`src/rtl/fpu_mant_mult.sv`:
```
// Iterative shift-add multiplier for the two 24-bit single-precision significands.
// Retires STEP multiplier bits per cycle and holds the 2*WIDTH-bit product until the next completion.
module fpu_mant_mult #(
    parameter int WIDTH = 24,
    parameter int STEP  = 1
) (
    input  logic                 clk,
    input  logic                 rst,
    input  logic                 start,
    input  logic [31:0]          opa,
    input  logic [31:0]          opb,
    output logic [2*WIDTH-1:0]   mult_result,
    output logic                 busy,
    output logic                 done,
    output logic [1:0]           state_o
);

    localparam int N  = WIDTH / STEP;
    localparam int CW = (N > 1) ? $clog2(N) : 1;
    localparam int PW = 2 * WIDTH;
    localparam logic [CW-1:0] LAST = CW'(N - 1);

    typedef enum logic [1:0] {
        IDLE = 2'd0,
        RUN  = 2'd1,
        DONE = 2'd2
    } state_t;

    // Valid/ready: start is always accepted (restart in RUN, new op in DONE);
    // done pulses for one cycle when mult_result changes, busy covers the run.

    state_t             state_q;
    logic [CW-1:0]      cnt_q;
    logic [PW-1:0]      acc_q;
    logic [PW-1:0]      acc_d;
    logic [PW-1:0]      mcand_q;
    logic [WIDTH-1:0]   mplier_q;
    logic [PW-1:0]      result_q;
    logic               busy_q;
    logic               done_q;

    logic [WIDTH-1:0]   ma;
    logic [WIDTH-1:0]   mb;
    logic               unused_sign;

    // Hidden bit is 0 only for zero/denormal exponents.
    assign ma = {(opa[30:23] != 8'd0), opa[22:0]};
    assign mb = {(opb[30:23] != 8'd0), opb[22:0]};
    assign unused_sign = opa[31] ^ opb[31];

    always_comb begin
        acc_d = acc_q;
        for (int k = 0; k < STEP; k++) begin
            if (mplier_q[k]) begin
                acc_d = acc_d + (mcand_q << k);
            end
        end
    end

    always_ff @(posedge clk or posedge rst) begin
        if (rst) begin
            state_q  <= IDLE;
            cnt_q    <= '0;
            acc_q    <= '0;
            mcand_q  <= '0;
            mplier_q <= '0;
            result_q <= '0;
            busy_q   <= 1'b0;
            done_q   <= 1'b0;
        end else if (start) begin
            state_q  <= RUN;
            cnt_q    <= '0;
            acc_q    <= '0;
            mcand_q  <= PW'(ma);
            mplier_q <= mb;
            busy_q   <= 1'b1;
            done_q   <= 1'b0;
        end else begin
            case (state_q)
                IDLE: begin
                    busy_q <= 1'b0;
                    done_q <= 1'b0;
                end
                RUN: begin
                    acc_q    <= acc_d;
                    mcand_q  <= mcand_q << STEP;
                    mplier_q <= mplier_q >> STEP;
                    cnt_q    <= cnt_q + 1'b1;
                    // result_q only moves here, so consumers never see partial sums
                    if (cnt_q == LAST) begin
                        result_q <= acc_d;
                        state_q  <= DONE;
                        busy_q   <= 1'b0;
                        done_q   <= 1'b1;
                    end
                end
                DONE: begin
                    state_q <= IDLE;
                    done_q  <= 1'b0;
                    busy_q  <= 1'b0;
                end
                default: begin
                    state_q <= IDLE;
                    busy_q  <= 1'b0;
                    done_q  <= 1'b0;
                end
            endcase
        end
    end

    assign mult_result = result_q;
    assign busy        = busy_q;
    assign done        = done_q;
    assign state_o     = state_q;

endmodule

```
`config.mk`:
```
export PLATFORM = sky130hd
export DESIGN_NAME = fpu_mant_mult
export DESIGN_NICKNAME = d
export VERILOG_FILES = /design/src/rtl/fpu_mant_mult.sv
export SDC_FILE = /design/constraint.sdc
export NUM_CORES = 1
export LEC_CHECK = 0
export BUFFER_PORTS_ARGS = -buffer_cell sky130_fd_sc_hd__buf_2
export CORE_MARGIN = 2
export CORE_UTILIZATION = 60
export CTS_CLUSTER_SIZE = 24
export DETAILED_ROUTE_END_ITERATION = 6
export GPL_ROUTABILITY_DRIVEN = 1
export PLACE_DENSITY = 0.81
export SETUP_SLACK_MARGIN = 0.05
export SYNTH_ARGS = -nofsm -noshare
export SYNTH_HDL_FRONTEND = slang
export SYNTH_SLANG_ARGS = --single-unit
```
`constraint.sdc`:
```
create_clock -name clk -period 8.1 [get_ports clk]
set_clock_uncertainty 0.2 [all_clocks]
set_input_delay 1.62 -clock clk [delete_from_list [all_inputs] [get_ports clk]]
set_output_delay 1.62 -clock clk [all_outputs]
set_load 0.05 [all_outputs]
```
==> results by group <==
Global routing
  • Vias in the first global route: 8724
  • Global-route wire length before repair: 43000 um
  • Initial antenna violation count: 0
  • Overall global routing resource usage: 28.7%
  • Largest net degree at the start of global routing: 104
  • Aggregate global routing overflow: 0

Clocking
  • Post_cts resized: 0
  • Clock Latency Late Sink: 440 ps
  • CTS max path bufs: 2
  • CTS Buf Count: 17
  • CTS tree: yes
  • CTS Root Cell: clkbuf_16
  • Worst-path clk slew: 70 ps
  • Clk sink count: 177
  • Cts hold-fix bufs: 0
  • Htree depth: 4
  • Post-CTS setup buffers: 0

Pwr
  • Clk pwr share: 37.8%
  • Switching power of the nets: 0.700 mW
  • Leakage power: 5.64 nW
  • Internal power: 1.60 mW
  • Gate power share: 19.6%
  • Switching part of the total: 30.5%
  • Part of the power in registers: 42.6%
  • Worst vdd ir: 0.162 mV
  • Pwr/cell area: 194 nW/um^2

Yosys
  • Synth Warn #: 0
  • Post-synthesis mux area share: 7.04%
  • Most used DFF post-synth: dfrtp_1
  • Synth top area cells: dfrtp_1 42%, nand2_1 8.7%, mux2i_1 6.9%
  • Syn_area_per_cell: 8.65 sq um
  • XOR/XNOR Fraction of Synth Area: 3.72%
  • Post-Synth Simple-Gate Area: 18.0%
  • Post-synth EDFFs: 0
  • Library cells used by synthesis: 67
  • Mapped cell area: 10600 sq um
  • Yosys top cell by area: dfrtp_1
  • Async set or reset register ratio after synthesis: 100%
  • Synth Net Count: 1342
  • Post-synthesis register bit count: 177
  • Main combinational cell family by area after synthesis: compound AO/OA/AOI/OAI gates
  • Yosys top cell area share: 41.8%
  • Synth Area in Compound Gates: 19.8%
  • Adder-Cell Fraction of Synth Area: 5.86%
  • Sequential share of the synthesized area: 41.8%
  • Post-synthesis cell count: 1226

Detailed routing
  • ANT nets after route: 0
  • Vias: 9095
  • Detailed Routing Iterations Pass 1: 6
  • Avg WL per Cell: 16.9 um
  • WL final: 25700 um
  • DRC violations left: 0
  • Via-to-Cell Ratio: 5.97
  • Initial DRC count: 816

Critical path
  • Setup CP Type: in -> reg
  • Startpoint types: primary input
  • CP max stage delay: 640 ps
  • Critical Path RT: 8220 ps
  • Buf/Inv on CP: 4
  • CP max FO: 90
  • Most used cell, CP: buf_4
  • CP cell instances: buf_4, or3_2, buf_4, inv_1, buf_4, and3_1, mux2i_1, nand2_1
  • Crit-path slowest cell: buf_4
  • Critical Path AT: 4020 ps
  • Delay-heaviest family, CP: buffers and inverters
  • CP endpoint kind: flop
  • Reg-to-reg slack, setup: 4460 ps

Die
  • Top-level I/O count: 119
  • Die width: 137 um
  • Row cnt: 48
  • Die Y: 137 um
  • Die ar.: 18700 sq um
  • Core Area: 17300 sq um
  • Initial core utilization: 61.3%

STA
  • # setup viols final: 0
  • Unrepaired setup endpoints after global routing: no
  • Slew @ Worst Pin: 939 ps
  • Final hold viol count: 0
  • Setup_tns: 0 ps
  • Final Cycle Share: 48.1%
  • Slew HR: 37.4%
  • Tmin final: 3900 ps
  • Max Fclk: 256 MHz
  • Final Max Tran Viols: 0

Status
  • Status: finished, final reports clean

Finish
  • Area Overhead vs Synth: 11.5%
  • Reg area: 4430 sq um
  • Filler cell count: 1401
  • Area of the multi-input gates: 5790 sq um
  • Final core utilization: 68.3%
  • Layout cells sized above 1: 13.9%
  • Nets: 1402
  • # diodes: 0
  • Layout Cells excl Fill: 1523

Placed design
  • PortBufs: 116
  • Final GP Congestion: 0.914
  • HPWL after detailed placement: 17200 um
  • Placed cells: 1492

Min path
  • Hold Crit Class: reg -> reg

Run
  • Max Cap Viol: 0
-- worst paths after layout --
check,startpoint,end,depth (start not counted)
worst min-delay path,mult_result[33],mult_result[33],2
worst max register to register,mplier_q[0],acc_q[47],7
worst max-delay path,start,mult_result[35],8
min in group asynchronous,rst,mcand_q[7],2
max in group asynchronous,rst,mplier_q[0],3
worst min register to register,mult_result[33],mult_result[33],2
-- worst register-to-register path, delay by kind of cell, from the launching register on --
kind,cells,cell delay [ps]
AO/OA/AOI/OAI,3,490
multiplexers,1,310
flip-flops,1,340
buffers and inverters,2,1300
AND/OR/NAND/NOR,1,900
-- routing by layer --
metal | vias to the layer above | share of wire [%] | GRT usage, %
met5 | - | 0 | 0
met4 | 0 | 1.5 | 7.45
met3 | 34 | 6.3 | 6.00
met2 | 281 | 47 | 46.6
met1 | 4338 | 45 | 39.6
li1 | 4442 | - | -
-- cells in the mapped netlist (3+ instances only) --
cell	count
nand2_1	246
a21o_1	27
nor2_1	57
and3_1	14
o21ai_0	119
a311oi_1	4
xnor2_1	25
buf_1	5
nand3b_1	10
buf_2	5
o211ai_1	3
a211oi_1	12
nand4_1	16
ha_1	48
a31oi_1	13
nand2b_1	9
or3_1	6
mux2i_1	73
o21bai_1	8
nand3_1	15
a21oi_1	132
o31ai_1	3
xor2_1	20
dfrtp_1	177
nand4b_1	4
nor2b_1	6
inv_1	16
o21a_1	6
and2_1	5
clkbuf_1	71
nor4_1	4
nor3_1	16
a31o_2	3
or4_1	6
-- metrics by stage --
step / power, mW / hold WS [ps] / setup WS [ps] / area (sq um)
after floorplan: 1.33 / 298 / 1480 / 10600
after global placement: 1.43 / 256 / 3800 / 11200
after global routing: 2.40 / 306 / 3970 / 11800
final: 2.30 / 275 / 4200 / 11800
after CTS: 2.30 / 280 / 4200 / 11800
after detailed placement: 1.44 / 265 / 3760 / 11200
-- power groups by stage --
stage / Sequential (mW) / Clock, mW / Combinational (mW)
finish: 0.979 / 0.868 / 0.451
global route: 0.985 / 0.912 / 0.501
CTS: 0.979 / 0.874 / 0.449
detailed placement: 0.995 / 0 / 0.444
global placement: 0.992 / 0 / 0.437
floorplan: 1.03 / 0 / 0.301
-- kinds of logic (layout without fill, tap and decap cells) --
logic type      count (synthesis)  count (layout)
mux                            74              74
simple gates                  424             424
compound gates                357             357
fa+ha+maj                      49              49
buf+inv                       100             172
flops                         177             177
xor+xnor                       45              45
-- layout by cell type (no fill, tap or decap), types with 5 or more instances in the layout --
cell,n
nand2_1,246
dfrtp_1,176
a21oi_1,132
o21ai_0,119
buf_2,115
mux2i_1,73
nor2_1,56
ha_1,48
a21o_1,27
xnor2_1,25
xor2_1,20
clkbuf_16,17
nand4_1,16
nor3_1,16
inv_1,15
nand3_1,15
and3_1,14
a31oi_1,13
a211oi_1,12
nand3b_1,10
buf_4,10
o21bai_1,8
nand2b_1,8
o21a_1,6
inv_6,6
or4_1,6
and2_1,5
nor2b_1,5
or3_1,5
-- sequential cells by signal (all words and copies together) (netlist names) --
| register | count |
|---|---|
| done | 1 |
| state_o | 2 |
| busy | 1 |
| mcand_q | 48 |
| acc_q | 48 |
| mult_result | 48 |
| cnt_q | 5 |
| mplier_q | 24 |
-- final cells by class --
class / instances / area share (%)
multi-input combinational: 949 / 48.9
sequential: 177 / 37.5
timing repair buffer: 125 / 5.50
clock buffer: 19 / 3.83
tap: 225 / 2.38
clock inverter: 12 / 1.30
inverter: 16 / 0.550
No activity file was read; power rests on OpenSTA's default activity.
